## src/rtl/uart_rx.sv

```systemverilog
// uart_rx: 8N1 serial receiver for the pll_clk domain.
// The raw line is double-flopped. Each bit is sampled near its middle using a
// clocks_per_bit counter, and received bytes are presented on a valid/ready port.
//
// Handshake: o_data/o_valid are held stable until a clock edge where
// o_valid & i_ready are both high; that edge transfers the byte.
// A byte that completes while o_valid is high and i_ready is low is dropped,
// and o_overrun pulses for one cycle.
module uart_rx #(
   parameter int clocks_per_bit = 80000
) (
   input  logic       clock,
   input  logic       reset,
   input  logic       i_rx,
   output logic [7:0] o_data,
   output logic       o_valid,
   input  logic       i_ready,
   output logic       o_frame_err,
   output logic       o_overrun,
   output logic       o_busy,
   output logic [2:0] dbg_state
);

   localparam int cnt_w = $clog2(clocks_per_bit);
   localparam int half  = clocks_per_bit / 2;
   localparam logic [cnt_w-1:0] half_last = cnt_w'(half - 1);
   localparam logic [cnt_w-1:0] bit_last  = cnt_w'(clocks_per_bit - 1);

   typedef enum logic [2:0] {
      IDLE  = 3'd0,
      START = 3'd1,
      DATA  = 3'd2,
      STOP  = 3'd3,
      BRK   = 3'd4
   } state_t;

   state_t           state;
   logic [cnt_w-1:0] cnt;
   logic [2:0]       bit_idx;
   logic [7:0]       shift;
   logic             s1;
   logic             s2;

   // Two-flop synchroniser; idles high so reset never fakes a start bit.
   always_ff @(posedge clock) begin
      if (reset) begin
         s1 <= 1'b1;
         s2 <= 1'b1;
      end else begin
         s1 <= i_rx;
         s2 <= s1;
      end
   end

   // Receive FSM, output register and one-cycle error pulses.
   always_ff @(posedge clock) begin
      if (reset) begin
         state       <= IDLE;
         cnt         <= '0;
         bit_idx     <= 3'd0;
         shift       <= 8'd0;
         o_data      <= 8'd0;
         o_valid     <= 1'b0;
         o_frame_err <= 1'b0;
         o_overrun   <= 1'b0;
      end else begin
         o_frame_err <= 1'b0;
         o_overrun   <= 1'b0;
         // Consumer takes the byte; a delivery on this same edge overrides below.
         if (o_valid && i_ready) begin
            o_valid <= 1'b0;
         end
         case (state)
            IDLE: begin
               if (!s2) begin
                  state <= START;
                  cnt   <= '0;
               end
            end
            START: begin
               if (cnt == half_last) begin
                  cnt <= '0;
                  if (s2) begin
                     // Line went high again before mid start bit: glitch.
                     state <= IDLE;
                  end else begin
                     state   <= DATA;
                     bit_idx <= 3'd0;
                  end
               end else begin
                  cnt <= cnt + 1'b1;
               end
            end
            DATA: begin
               if (cnt == bit_last) begin
                  cnt   <= '0;
                  shift <= {s2, shift[7:1]};
                  if (bit_idx == 3'd7) begin
                     state <= STOP;
                  end else begin
                     bit_idx <= bit_idx + 3'd1;
                  end
               end else begin
                  cnt <= cnt + 1'b1;
               end
            end
            STOP: begin
               if (cnt == bit_last) begin
                  cnt <= '0;
                  if (s2) begin
                     state <= IDLE;
                     if (!o_valid || i_ready) begin
                        o_data  <= shift;
                        o_valid <= 1'b1;
                     end else begin
                        o_overrun <= 1'b1;
                     end
                  end else begin
                     // Low stop bit: discard the byte and wait out the break.
                     o_frame_err <= 1'b1;
                     state       <= BRK;
                  end
               end else begin
                  cnt <= cnt + 1'b1;
               end
            end
            BRK: begin
               if (s2) begin
                  state <= IDLE;
               end
            end
            default: begin
               state <= IDLE;
            end
         endcase
      end
   end

   assign o_busy    = (state != IDLE);
   assign dbg_state = state;

endmodule

```

## config.mk

```make
export PLATFORM = sky130hd
export DESIGN_NAME = uart_rx
export DESIGN_NICKNAME = d
export VERILOG_FILES = /design/src/rtl/uart_rx.sv
export SDC_FILE = /design/constraint.sdc
export NUM_CORES = 1
export LEC_CHECK = 0
export ABC_CLOCK_PERIOD_IN_PS = 5100
export CORE_MARGIN = 1
export CORE_UTILIZATION = 40
export DETAILED_ROUTE_END_ITERATION = 10
export PLACE_DENSITY_LB_ADDON = 0.25
export SETUP_SLACK_MARGIN = 0.1
export SYNTH_ARGS = -nofsm -noshare
export SYNTH_HDL_FRONTEND = slang
export SYNTH_SLANG_ARGS = --single-unit
```

## constraint.sdc

```tcl
create_clock -name clock -period 5.1 [get_ports clock]
set_clock_uncertainty 0.1 [all_clocks]
set_input_delay 1.02 -clock clock [delete_from_list [all_inputs] [get_ports clock]]
set_output_delay 1.02 -clock clock [all_outputs]
set_load 0.02 [all_outputs]
```

Word level (Yosys, flattened, before mapping)
Index checks and enable logic that the tools add are counted.

storage, ports and cells
  flip-flop bits (word level) = 44
  output and inout port bits = 15
  logic and storage cells = 70

cells by class
  add/subtract/negate cells = 2
  equality and inequality tests = 15
  multiplexer cells = 25
  bitwise gates (word level) = 3
  reductions and logical operators = 15

operators by type and width
  kind                                              number
  2-to-1 mux 17 bit                                 3
  one-hot mux 17 bit (3 select lines)               1
  2-to-1 mux 3 bit                                  11
  adder 17 x 1 -> 17 bit (second input constant)    1
  == test 17 x 16 -> 1 bit (second input constant)  1
  == test 17 bit (second input constant)            1
  inequality test 2 bit (second input constant)     8
  one-hot mux 3 bit (5 select lines)                1
  2-to-1 mux 1 bit                                  7
  == test 3 x 2 -> 1 bit (second input constant)    2
  == test 3 bit (second input constant)             2
  one-hot mux 3 bit (2 select lines)                1
  AND reduction 6 bit                               1
  nonzero test 3 bit                                2
  AND reduction 5 bit                               1
  AND reduction 2 bit                               2
  AND reduction 4 bit                               1
  OR reduction 4 bit                                1
  adder 3 x 1 -> 3 bit (second input constant)      1
  == test 3 x 1 -> 1 bit (second input constant)    1
  logical NOT 3 bit                                 1
  NOT 1 bit                                         3
  OR reduction 3 bit                                1
  2-to-1 mux 2 bit                                  1
  5 further kinds                                   5

Longest topological paths before layout
Gate-level depths: netlist of the first run.

  depth after elaboration = 6
  gate-level depth with buffers = 8
  mapped depth without buffers = 7

Worst setup path after synthesis of the first run
Ideal clock, no wire load.

  path kind = flip-flop to flip-flop
  from = register cnt[8]
  to = register shift[0]
  setup time = 128 ps
  arrival = 2,103 ps
  required time = 4,872 ps
  setup slack = 2,770 ps
  cell stages (with the launch flop) = 7
  buffers on the path = 1
  cells stage by stage = dfxtp_1 -> or4b_4 -> or4_4 -> or3_1 -> buf_6 -> mux2i_1 -> nor2_1

on the way
  longest elaborated chain between the ends = 2

RTL lines
  item                                  RTL line  source
  start: declaration                    38        logic [cnt_w-1:0] cnt;
  start signal: assignment              91        cnt <= cnt + 1'b1;
  start signal: assignment              104       cnt <= cnt + 1'b1;
  start signal: assignment              124       cnt <= cnt + 1'b1;
  == test 17 bit                        95        if (cnt == bit_last) begin
  AND reduction 2 bit (no source line)  -
  end signal: assignment                97        shift <= {s2, shift[7:1]};
  end: declaration                      40        logic [7:0] shift;

Every way passes these cells.
A chain may end at the register's enable or synchronous reset.

Worst setup path after layout of the first run
  from = input port reset
  to = register o_frame_err

on the way
  longest elaborated chain between the ends = 1

RTL lines
  item                                 RTL line  source
  start: declaration                   13        input logic reset,
  OR reduction 3 bit (no source line)  -
  end signal: assignment               64        o_frame_err <= 1'b0;
  end signal: assignment               67        o_frame_err <= 1'b0;
  end signal: assignment               120       o_frame_err <= 1'b1;
  end: declaration                     18        output logic o_frame_err,

Every way passes these cells.

==> results.tsv, run 1 <==
stage	metric	value	unit
clock_tree	cts.clk_slew.worst_paths	80	ps
power	p_comb_frac	0.321	
power	pwr-share-seq	0.403	
routing	drc	0	
worst_setup_path	critPathMaxFanout	24	
placed_design	dp_hpwl	3220	µm
global_routing	grt_max_degree	25	
logic_synthesis	ys_warn_count	0	
power	power_density	381	nW/µm²
timing	tns	0	ps
clock_tree	clkLatencyLatePin	300	ps
logic_synthesis	yosysMostFrequentCell	dfxtp_1	
routing	vias	1937	
die	initial_core_util	0.423	
worst_setup_path	required	5210	ps
logic_synthesis	synth_compound_gate_area_share	0.184	
logic_synthesis	muxShareOfSynthArea	0.0773	
timing	max_freq	327	MHz
finish	fin_nets	278	
logic_synthesis	yosysTopAreaCellShare	0.400	
worst_setup_path	crit_path_start_kind	input pin	
routing	highest_layer	met4	
logic_synthesis	synth-seq-cells	44	
clock_tree	cts.sink_count	44	
timing	hold_ws	315	ps
routing	met3WireLength	270	µm
routing	wl_met2	2200	µm
placed_design	globalplace.congestion	0.817	
worst_setup_path	path_class	input pin to flip-flop	
die	die_h	76.2	µm
logic_synthesis	synthArstFlopShare	0	
finish	area_growth	14.8	%
die	rows	26	
routing	wl	4940	µm
worst_setup_path	worst_path_max_delay_cell	clkdlybuf4s50_1	
power	p_leak	0.939	nW
logic_synthesis	synth_xor_area_frac	0	
routing	dr.pass1.iters	4	
logic_synthesis	synth.largest_area_cell	dfxtp_1	
routing	antenna_left	0	
logic_synthesis	synthAdderAreaFrac	0.0170	
clock_tree	cts_tree	built	
logic_synthesis	ys_top_cells_by_area	dfxtp_1, mux2i_1, nor2_1	
power	ir_worst_vdd	0.203	mV
worst_setup_path	worstSetupEndpointType	flip-flop	
logic_synthesis	synth_nets	268	
clock_tree	numCtsBuffers	5	
timing	slew_headroom	0.373	
global_routing	grt_pass1_wl	8520	µm
logic_synthesis	synth_edf_count	0	
die	die_w	76.2	µm
logic_synthesis	syn_inst	261	
routing	wl_per_cell	14.5	µm
power	switching_power	0.355	mW
global_routing	grt_antenna_before_repair	0	
logic_synthesis	synth_area_per_cell	8.44	µm²
global_routing	grt_pass1_vias	1803	
timing	setup_viol	0	
worst_setup_path	crit_family	buffers and inverters	
power	clkPwrFrac	0.276	
logic_synthesis	netlist_top_cells_count	dfxtp_1, nor2_1, nand2_1	
clock_tree	cts_resized	0	
global_routing	overflow	0	
power	p_int	0.608	mW
worst_setup_path	critical-path-max-stage-delay	890	ps
timing	hold_viol	0	
clock_tree	clockBufferDepth	2	
die	dieArea	5810	µm²
logic_synthesis	synth_flop_cell	dfxtp_1	
clock_tree	ctsHoldBuffers	0	
die	io_pins	19	
worst_setup_path	path_buf_inv	2	
finish	drive_gt1_frac	0.0772	
flow_run	maxCapViolations	0	
placed_design	port_buffers	18	
timing	rsz0062_at_grt	no	
timing	finalCritPeriodShare	0.599	
logic_synthesis	netlist-cell-type-count	49	
routing	viasPerCell	5.66	
timing	fin_crit	3050	ps
timing	maxSlewViolCount	0	
logic_synthesis	ys_seq_area_frac	0.400	
global_routing	grt_usage	0.180	
worst_setup_path	cp_cell_sequence	clkdlybuf4s50_1 -> inv_1 -> nand2_1 -> or3_1 -> nor3_1	
power	swShare	0.369	
logic_synthesis	synth_simple_gate_area_frac	0.280	
routing	wl_met1	2410	µm
finish	diodes	0	
routing	dr.first_iter.drc_count	186	
clock_tree	postCtsSetupRepairBufs	0	
clock_tree	htree_levels	2	
logic_synthesis	synth_top_family_by_area	simple AND/OR/NAND/NOR gates	
clock_tree	cts-root-buf	clkbuf_8	
worst_setup_path	crit_arrival	3170	ps
logic_synthesis	synth_area	2200	µm²
power	totalPowerFinal	0.963	mW
timing	tightest_slew	937	ps
die	core_area	5200	µm²
run_status	outcome	complete, no violations	
hold_path	hp-class	flip-flop to flip-flop	
## worst paths after layout
check	cells after the start	start	end	slack (ps)
min	1	s1	s2	320
min reg2reg	1	s1	s2	320
max	5	reset	o_frame_err	2050
max reg2reg	6	cnt[0]	o_data[2]	2290
## layout by cell type, fill, tap and decap left out, types with 6 or more instances in the layout
| master | synthesis | final |
|---|---|---|
| mux2i_1 | 17 | 17 |
| a21oi_1 | 18 | 17 |
| nand2_1 | 21 | 21 |
| o22ai_1 | 9 | 9 |
| nor2_1 | 25 | 25 |
| nor3_1 | 8 | 8 |
| dfxtp_1 | 44 | 44 |
| clkdlybuf4s50_1 | 0 | 18 |
| nand3_1 | 7 | 7 |
| o21ai_0 | 13 | 13 |
| nor2b_1 | 6 | 6 |
## area by class of cell
type	count	area, µm²
clock buffer	5	68.8
clock inverter	3	42.5
fill	520	2680
inverter	5	18.8
multi-input combinational	195	1230
sequential	44	881
tap	70	87.6
timing repair buffer	20	195
## layer usage
| layer | global-route usage | up-vias |
|---|---|---|
| li1 | - | 982 |
| met1 | 0.234 | 902 |
| met2 | 0.288 | 47 |
| met3 | 0.0431 | 6 |
| met4 | 0.0654 | 0 |
| met5 | 0 | - |
## power by group through the flow
stage	logic, mW	clock network, mW	registers [mW]
floorplan	0.220	0	0.387
global placement	0.305	0	0.396
detailed placement	0.306	0	0.397
CTS	0.309	0.275	0.389
global route	0.344	0.291	0.393
finish	0.309	0.265	0.388
## kinds of logic after synthesis
kind of cell | Yosys count
fa+ha+maj | 3
compound gates | 65
simple gates | 110
mux | 17
flops | 44
buf+inv | 22
## per-stage QoR
step | setup slack, ps | utilization | cell area (µm²) | instances
finish | 2050 | 0.486 | 2530 | 342
global placement | 1830 | 0.464 | 2420 | 334
CTS | 2060 | 0.486 | 2530 | 342
detailed placement | 1750 | 0.464 | 2420 | 334
global route | 1780 | 0.486 | 2530 | 342
floorplan | 2770 | - | 2200 | 261
## sequential cells by signal, summed over array words and instances, names as in the netlist
signal	count
shift	8
o_overrun	1
o_frame_err	1
o_valid	1
bit_idx	3
s1	1
o_data	8
cnt	17
s2	1
dbg_state	3
No activity file was read; power rests on OpenSTA's default activity.
==> run 2, diff against run 1 <==
ABC_CLOCK_PERIOD_IN_PS = 2700   (was 5100)
clock period = 2.7 ns   (was 5.1 ns; I/O delays follow)
==> results.tsv, run 2 (same netlist as run 1, synthesis figures left out) <==
stage	metric	value	unit
run_status	outcome	complete, no violations	
hold_path	hp-class	flip-flop to flip-flop	
finish	drive_gt1_frac	0.144	
timing	max_freq	402	MHz
finish	reg.largest.list	cnt x17, o_data x8, shift x8	
clock_tree	numCtsBuffers	5	
timing	tns	0	ps
worst_setup_path	crit_path_start_kind	flip-flop	
die	rows	26	
routing	drc	0	
timing	hold_viol	0	
timing	slew_headroom	0.655	
clock_tree	htree_levels	2	
routing	viasPerCell	5.56	
finish	finalInstanceArea	2670	µm²
finish	largest_reg_flops	17	
finish	fin_nets	298	
clock_tree	cts.sink_count	44	
die	dieArea	5810	µm²
power	power_density	709	nW/µm²
die	io_pins	19	
timing	setup_viol	0	
routing	wl	5250	µm
timing	fin_crit	2490	ps
clock_tree	ctsHoldBuffers	0	
global_routing	grt_antenna_before_repair	0	
global_routing	grt_pass1_wl	9080	µm
die	initial_core_util	0.423	
clock_tree	cts-root-buf	clkbuf_8	
timing	rsz0062_at_grt	no	
routing	vias	2012	
worst_setup_path	path_class	flip-flop to flip-flop	
routing	dr.pass1.iters	4	
finish	largest-register	cnt	
timing	finalCritPeriodShare	0.921	
finish	layout_common_cells	dfxtp_1, nor2_1, buf_4	
routing	wl_per_cell	14.5	µm
worst_setup_path	worstSetupEndpointType	flip-flop	
finish	layout_commonest_cell	dfxtp_1	
worst_setup_path	critPathMaxFanout	7	
power	totalPowerFinal	1.89	mW
clock_tree	clockBufferDepth	2	
global_routing	grt_pass1_vias	1939	
clock_tree	cts_resized	0	
flow_run	maxCapViolations	0	
clock_tree	clkLatencyLatePin	300	ps
finish	area_growth	21.1	%
clock_tree	cts.clk_slew.worst_paths	90	ps
worst_setup_path	required	2800	ps
routing	antenna_left	0	
routing	dr.first_iter.drc_count	181	
timing	maxSlewViolCount	0	
worst_setup_path	crit_arrival	2590	ps
power	p_leak	1.04	nW
placed_design	globalplace.congestion	0.804	
placed_design	port_buffers	18	
finish	nFillCells	502	
die	core_area	5200	µm²
placed_design	place_area	2560	µm²
global_routing	grt_usage	0.192	
global_routing	overflow	0	
timing	tightest_slew	513	ps
die	die_h	76.2	µm
die	die_w	76.2	µm
finish	diodes	0	
power	ir_worst_vdd	0.413	mV
global_routing	grt_max_degree	24	
placed_design	dp_hpwl	3680	µm
clock_tree	cts_tree	built	
clock_tree	postCtsSetupRepairBufs	0	
[run 2: per-stage QoR]
step	hold slack, ps	worst slack (ps)	std cells	utilization
finish	316	213	362	0.513
global route	336	125	362	0.513
CTS	319	130	362	0.511
detailed placement	298	153	354	0.492
global placement	292	196	354	0.492
floorplan	289	370	261	-
[run 2: path summary, 6_finish.rpt]
| kind | startpoint | end | slack [ps] | depth (start not counted) |
|---|---|---|---|---|
| max | cnt[16] | bit_idx[1] | 210 | 5 |
| min | s1 | s2 | 320 | 1 |
| max reg2reg | cnt[16] | bit_idx[1] | 210 | 5 |
| min reg2reg | s1 | s2 | 320 | 1 |
[run 2: worst max-delay path, cell delays in order (launching register included)]
cell	delay [ps]
dfxtp_1	360
or4b_1	550
nor4_1	470
a21oi_2	210
or3_1	450
o41ai_1	250
[run 2: metal layers]
metal / wire length, µm / up-vias / share of wire / GRT usage
met4: 96 / 0 / 0.018 / 0.0808
met1: 2580 / 916 / 0.49 / 0.263
li1: - / 1027 / - / -
met3: 286 / 10 / 0.055 / 0.0383
met5: 0 / - / 0 / 0
met2: 2280 / 59 / 0.44 / 0.295
[run 2: power breakdown]
group          leakage, nW  switching, mW  internal, mW
Sequential           0.355         0.0214         0.678
Combinational        0.632          0.450         0.299
Clock               0.0516          0.234         0.209
Total                 1.04          0.706          1.19
[run 2: cell type report]
cell class	instances	area (µm²)	area share
multi-input cells	195	1240	0.464
flip-flops and latches	44	881	0.330
repair buffers	40	345	0.129
well taps	70	87.6	0.0328
clock buffers	6	82.6	0.0310
inverters	5	18.8	0.00704
clock inverters	2	13.8	0.00516
==> run 3, diff against run 2 <==
MAX_ROUTING_LAYER = met4   (was default)
==> results.tsv, run 3 (same netlist as run 1, synthesis figures left out) <==
stage	metric	value	unit
global_routing	use_met1	0.263	
timing	max_freq	400	MHz
worst_setup_path	required	2800	ps
finish	multi_input_area	1240	µm²
hold_path	hp-class	flip-flop to flip-flop	
global_routing	grt_pass1_vias	1944	
global_routing	overflow	0	
timing	setup_viol	0	
timing	hold_viol	0	
finish	drive_gt1_frac	0.144	
finish	register_area	881	µm²
finish	largest_reg_flops	17	
clock_tree	cts_resized	0	
finish	fin_cells	362	
timing	slew_headroom	0.653	
routing	drc	0	
hold_path	holdPathEnd	s2	
finish	largest-register	cnt	
timing	tightest_slew	516	ps
die	die_w	76.2	µm
routing	vias	2043	
finish	diodes	0	
clock_tree	clkLatencyLatePin	310	ps
worst_setup_path	setup.reg_to_reg.worst_slack	200	ps
worst_setup_path	path_class	flip-flop to flip-flop	
finish	fin_nets	298	
clock_tree	cts.sink_count	44	
timing	maxSlewViolCount	0	
global_routing	met3_usage	0.0383	
global_routing	grt_antenna_before_repair	0	
timing	tns	0	ps
clock_tree	cts-root-buf	clkbuf_8	
worst_setup_path	r2r-end	bit_idx[2]	
placed_design	dp_hpwl	3680	µm
clock_tree	clockBufferDepth	2	
worst_setup_path	reg2reg_depth	5	
worst_setup_path	r2r_start	cnt[16]	
placed_design	globalplace.congestion	0.816	
clock_tree	cts.clk_slew.worst_paths	90	ps
power	ir_worst_vdd	0.414	mV
die	io_pins	19	
routing	dr.pass1.iters	4	
run_status	outcome	complete, no violations	
clock_tree	ctsHoldBuffers	0	
flow_run	maxCapViolations	0	
hold_path	hold_path_depth	1	
global_routing	grt_usage	0.198	
finish	area_growth	21.1	%
global_routing	busiest_layer	met2	
finish	reg.largest.list	cnt x17, o_data x8, shift x8	
timing	rsz0062_at_grt	no	
routing	viasPerCell	5.64	
clock_tree	numCtsBuffers	5	
routing	wl_per_cell	14.6	µm
die	die_h	76.2	µm
worst_setup_path	crit_arrival	2600	ps
routing	wl	5270	µm
power	p_leak	1.04	nW
die	initial_core_util	0.423	
die	dieArea	5810	µm²
worst_setup_path	worstSetupEndpointType	flip-flop	
timing	fin_crit	2500	ps
finish	nFillCells	502	
clock_tree	cts_tree	built	
power	power_density	711	nW/µm²
die	rows	26	
worst_setup_path	critPathMaxFanout	7	
finish	layout_common_cells	dfxtp_1, nor2_1, buf_4	
finish	layout_commonest_cell	dfxtp_1	
routing	antenna_left	0	
global_routing	grt_pass1_wl	9090	µm
hold_path	hold_start	s1	
placed_design	place_inst	354	
worst_setup_path	crit_path_start_kind	flip-flop	
global_routing	use_met2	0.295	
placed_design	port_buffers	18	
routing	dr.first_iter.drc_count	170	
global_routing	grt_max_degree	24	
clock_tree	htree_levels	2	
die	core_area	5200	µm²
clock_tree	postCtsSetupRepairBufs	0	
timing	finalCritPeriodShare	0.927	
## run 3: cell counts in the layout (fill, tap and decap cells not counted)
No cell type changed its count.
## run 3: layer usage
| layer | share of wire | wire length [µm] |
|---|---|---|
| met1 | 0.51 | 2670 |
| met2 | 0.43 | 2260 |
| met3 | 0.043 | 227 |
| met4 | 0.023 | 123 |
| met5 | 0 | 0 |
## run 3: metrics by stage
step	setup WS (ps)	instance area, µm²	total power [mW]	hold slack (ps)	util
2_1_floorplan	370	2200	1.15	289	-
3_3_place_gp	196	2560	1.46	292	0.492
3_5_place_dp	153	2560	1.46	298	0.492
4_1_cts	130	2660	1.90	319	0.511
5_1_grt	125	2670	2.01	336	0.513
6_report	198	2670	1.90	316	0.513
## run 3: cell type report
class / instances / share of cell area
Multi-Input combinational cell: 195 / 0.464
Sequential cell: 44 / 0.330
Timing Repair Buffer: 40 / 0.129
Tap cell: 70 / 0.0328
Clock buffer: 6 / 0.0310
Inverter: 5 / 0.00704
Clock inverter: 2 / 0.00516
## run 3: report_power, final
group	internal [mW]	switching (mW)
clock network	0.209	0.235
registers	0.678	0.0216
logic	0.300	0.454
total	1.19	0.711
## run 3: worst max-delay path by stage
stage	from	depth (start not counted)	slack, ps	end
6_report	cnt[16]	5	200	bit_idx[2]
5_1_grt	cnt[16]	5	130	bit_idx[2]
4_1_cts	cnt[9]	5	130	shift[1]
3_5_place_dp	cnt[8]	5	150	shift[6]
3_3_place_gp	cnt[16]	5	200	bit_idx[1]
2_1_floorplan	cnt[8]	6	370	shift[0]
## run 3: worst max-delay path, cell delays in order (launching register included)
cell and delay (ps):
dfxtp_1 360, or4b_1 550, nor4_1 470, a21oi_2 220
or3_1 450, o41ai_1 250
==> patch 1, RTL diff (config.mk and constraints of run 3) <==
`clocks_per_bit`: 80000 -> 20000.
--- a/src/rtl/uart_rx.sv
+++ b/src/rtl/uart_rx.sv
@@ -8,5 +8,5 @@
 // and o_overrun pulses for one cycle.
 module uart_rx #(
-   parameter int clocks_per_bit = 80000
+   parameter int clocks_per_bit = 20000
 ) (
    input  logic       clock,
Formal check against the unedited RTL: no difference found for any inputs over 10 cycles, from zero or initial values and one cycle with reset high; that may be too few to reach the edited logic, so the function may still have changed.
==> patch 1 against run 3 <==
The flow now finishes with violations (DRC). Routed wire length is 27% lower. Sequential cell count is 2 lower. Cell area is 15% lower. Critical path depth stayed put. Die area is 13% lower. Worst hold slack worse by 0.0051 ns. Worst setup slack better by 0.034 ns. Synthesized area is 14% lower. Sequential share of layout area is 4.3 points higher. Global-route usage is 3.0 points lower. Cell count is 21% lower. Critical path type unchanged. Critical endpoint is now bit_idx[0]. Largest cell class unchanged.
Power is not compared: it rests on default switching activity, and its combinational part moved more than twofold at a synthesized area within 25%.
==> patch 1: results (changes against run 3) <==
- Seq/Total Area, Yosys: 44.2% (+4.2 points)
- Worst skew pair latency: 0.29 ns (-0.02 ns)
- Top fanout value on the critical path: 8 (+1)
- Synth Net Count: 221 (-18%)
- Initial DRC count: 167 (-1.8%)
- First-pass GRT wire length: 6.64 mm (-27%)
- Yosys cell types: 40 (-18%)
- Sequential cell area: 841 sq um (-4.5%)
- Slack of the critical path: 0.233 ns (+0.0344 ns)
- Top post-synthesis cells by area: dfxtp_1 44%, mux2i_1 8.9%, nor2_1 6.3%
- GRT Resource Usage Total: 16.8% (-3.0 points)
- Violated checks: DRC
- M1 WL: 2.06 mm (-23%)
- Flop2flop setup slack: 0.23 ns (+0.03 ns)
- Post-DP HPWL: 2.67 mm (-27%)
- DR WL/cell: 13.4 um (-7.7%)
- Status: complete, but fails checks
- Biggest regs: cnt x15, o_data x8, shift x8
- FF-to-FF End: bit_idx[0]
- CP arrival: 2.54 ns (-0.06 ns)
- Vias: 1564 (-23%)
- Mux contribution to synthesized area: 9.53% (+1.8 points)
- Signal buf overhead: 9.32% (-3.6 points)
- Final hold slack: 0.311 ns (-0.00507 ns)
- Least-Margin Pin Slew: 0.730 ns (+0.214 ns)
- Final Net Count: 239 (-20%)
- Comb_multi_in: 161 (-17%)
- DRC viols: 2 (+2)
-- patch 1: cell count changes after synthesis, moves of 4 or more --
cell	delta
nor2_1	+7
clkbuf_1	-7
nand2b_1	+5
a21oi_1	-6
inv_1	-5
nand2_1	-5
o311ai_0	-4
o22ai_1	-9
o21ai_0	-10
-- patch 1: critical path, delay by kind of cell, from the launching register on --
family / cells / cell delay (ns)
compound gates: 1 / 0.23
flops: 1 / 0.37
mux: 1 / 0.33
simple gates: 3 / 1.32
-- patch 1: metal layers --
layer | GRT usage, % | up-vias
met1 | 23.0 | 722
met5 | - | -
met2 | 24.7 | 32
met4 | 5.33 | 0
met3 | 3.85 | 4
li1 | - | 806
-- patch 1: per-stage QoR --
stage / std cells / cell area (sq um) / total power (uW)
2_1_floorplan: 214 / 1900 / 684
3_3_place_gp: 277 / 2140 / 706
3_5_place_dp: 277 / 2140 / 706
4_1_cts: 285 / 2250 / 1190
5_1_grt: 285 / 2260 / 1220
6_report: 285 / 2260 / 1170
==> patch 2, RTL diff (settings of run 3) <==
Without the edit above. Reset style: asynchronous (`reset`), changed in 2 clocked blocks. Comments in the files are not updated.
--- a/src/rtl/uart_rx.sv
+++ b/src/rtl/uart_rx.sv
@@ -43,5 +43,5 @@
 
    // Two-flop synchroniser; idles high so reset never fakes a start bit.
-   always_ff @(posedge clock) begin
+   always_ff @(posedge clock or posedge reset) begin
       if (reset) begin
          s1 <= 1'b1;
@@ -54,5 +54,5 @@
 
    // Receive FSM, output register and one-cycle error pulses.
-   always_ff @(posedge clock) begin
+   always_ff @(posedge clock or posedge reset) begin
       if (reset) begin
          state       <= IDLE;
Check against the original RTL: differs if reset is asserted again (counterexample within 4 cycles, from zero or initial values and one cycle with reset high); with reset held inactive, the same outputs for 10 cycles.
==> patch 2 against run 3 <==
Cell area is 2.7% lower. Synthesized area is 1.0% lower. Routed wire length is 19% lower. Worst hold slack worse by 0.058 ns. Via count is 21% lower. Sequential share of layout area is 9.5 points higher. Worst setup slack better by 0.041 ns. Sequential cell count stayed put. Critical path depth is 1 higher.
Power is not compared: it rests on default switching activity, and its combinational part moved more than twofold at a synthesized area within 25%.
==> patch 2: results (changes against run 3) <==
- GRT Resource Usage Total: 16.9% (-2.9 points)
- Share of layout cells above drive strength 1: 18.6% (+4.2 points)
- Vias per cell: 5.37 (-4.9%)
- Yosys cell types: 43 (-12%)
- Top post-synthesis cells by count: 42 x dfrtp_1, 16 x mux2_2, 16 x nand2_1, 12 x a21oi_1, 12 x nor2_1
- Mapped Cells: 208 (-20%)
- Post-DP HPWL: 2.92 mm (-21%)
- Critical Path Source: cnt[8]
- Mux contribution to synthesized area: 8.27% (+0.54 points)
- M1 WL: 1.98 mm (-26%)
- Compound-Gate Fraction of Synth Area: 14.9% (-3.5 points)
- Critical hold path startpoint: s1
- Final wirelength: 4.26 mm (-19%)
- Top fanout value on the critical path: 14 (+7)
- Synth Net Count: 215 (-20%)
- Met2 wire length: 2.09 mm (-7.3%)
- Status: finished clean
- Final RePlAce weighted congestion: 0.760 (-6.9%)
- Met3 routed wirelength: 143 um (-37%)
- Initial DRC count: 64 (-62%)
- Seq/Total Area, Yosys: 50.6% (+11 points)
- Top post-synthesis cells by area: dfrtp_1 48%, mux2_2 8.3%, a21oi_1 2.8%
- Vias in the first global route: 1581 (-19%)
- Post-Synth XOR/XNOR Area: 0.402% (+0.40 points)
- Ys async rst share: 100% (+100 points)
- Critical path's slowest cell: or4_4
- CP arrival: 2.54 ns (-0.06 ns)
- Crit-path max cell delay: 0.60 ns (+0.05 ns)
- First-pass GRT wire length: 7.02 mm (-23%)
==> patch 2: cell types whose count changed after synthesis, moves of 5 or more <==
cell	before	now
a31oi_1	4	9
mux2i_1	17	0
nor2b_1	6	1
mux2_2	0	16
o22ai_1	9	0
a21oi_1	18	12
dfxtp_1	44	0
nand2_1	21	16
clkbuf_1	14	9
dfrtp_1	0	42
nor2_1	25	12
==> patch 2: metrics by stage <==
step / setup WS [ns] / cell area, sq um
3_5_place_dp: 0.126 / 2450
4_1_cts: 0.117 / 2570
6_report: 0.239 / 2590
3_3_place_gp: 0.153 / 2450
5_1_grt: 0.0555 / 2590
2_1_floorplan: 0.274 / 2180
==> patch 2: final timing paths <==
kind	endpoint	slack, ns	cells past startpoint
min reg2reg	s2	0.26	0
max in group asynchronous	s1	1.54	3
min in group asynchronous	bit_idx[2]	0.56	3
max reg2reg	cnt[11]	0.24	6
max	cnt[11]	0.24	6
min	s2	0.26	0
==> patch 2: final cells by class <==
| cell class | instances | area (sq um) |
|---|---|---|
| clock buffers | 5 | 68.8 |
| inverters | 8 | 30.0 |
| flip-flops and latches | 44 | 1100 |
| multi-input cells | 144 | 1010 |
| fillers | 467 | 2580 |
| well taps | 70 | 87.6 |
| repair buffers | 27 | 248 |
| clock inverters | 3 | 46.3 |
==> patch 2: cells by family (layout without fill, tap and decap cells) <==
kind of cell,after synthesis,in the layout
AND/OR/NAND/NOR,75,75
adder cells (fa/ha/maj),3,3
AO/OA/AOI/OAI,49,49
multiplexers,16,16
flip-flops,44,44
buffers and inverters,20,43
XOR/XNOR,1,1
==> patch 2: metal layers <==
layer  vias up  GRT usage (%)
met2        22           28.2
li1        809              -
met3         4           3.97
met4         0           6.17
met1       780           19.7
met5         -              -
==> patch 2: repair_timing <==
| action | 4_1_cts | 5_1_grt |
|---|---|---|
| gates resized for setup | 0 | 3 |
| endpoints found under the setup margin | 0 | 14 |
| setup buffers | 0 | 0 |
==> patch 2: power breakdown <==
group	internal, uW	switching [uW]	total (uW)
registers	661	2.32	663
clock network	279	241	520
logic	6.05	14.2	20.3
total	946	258	1200
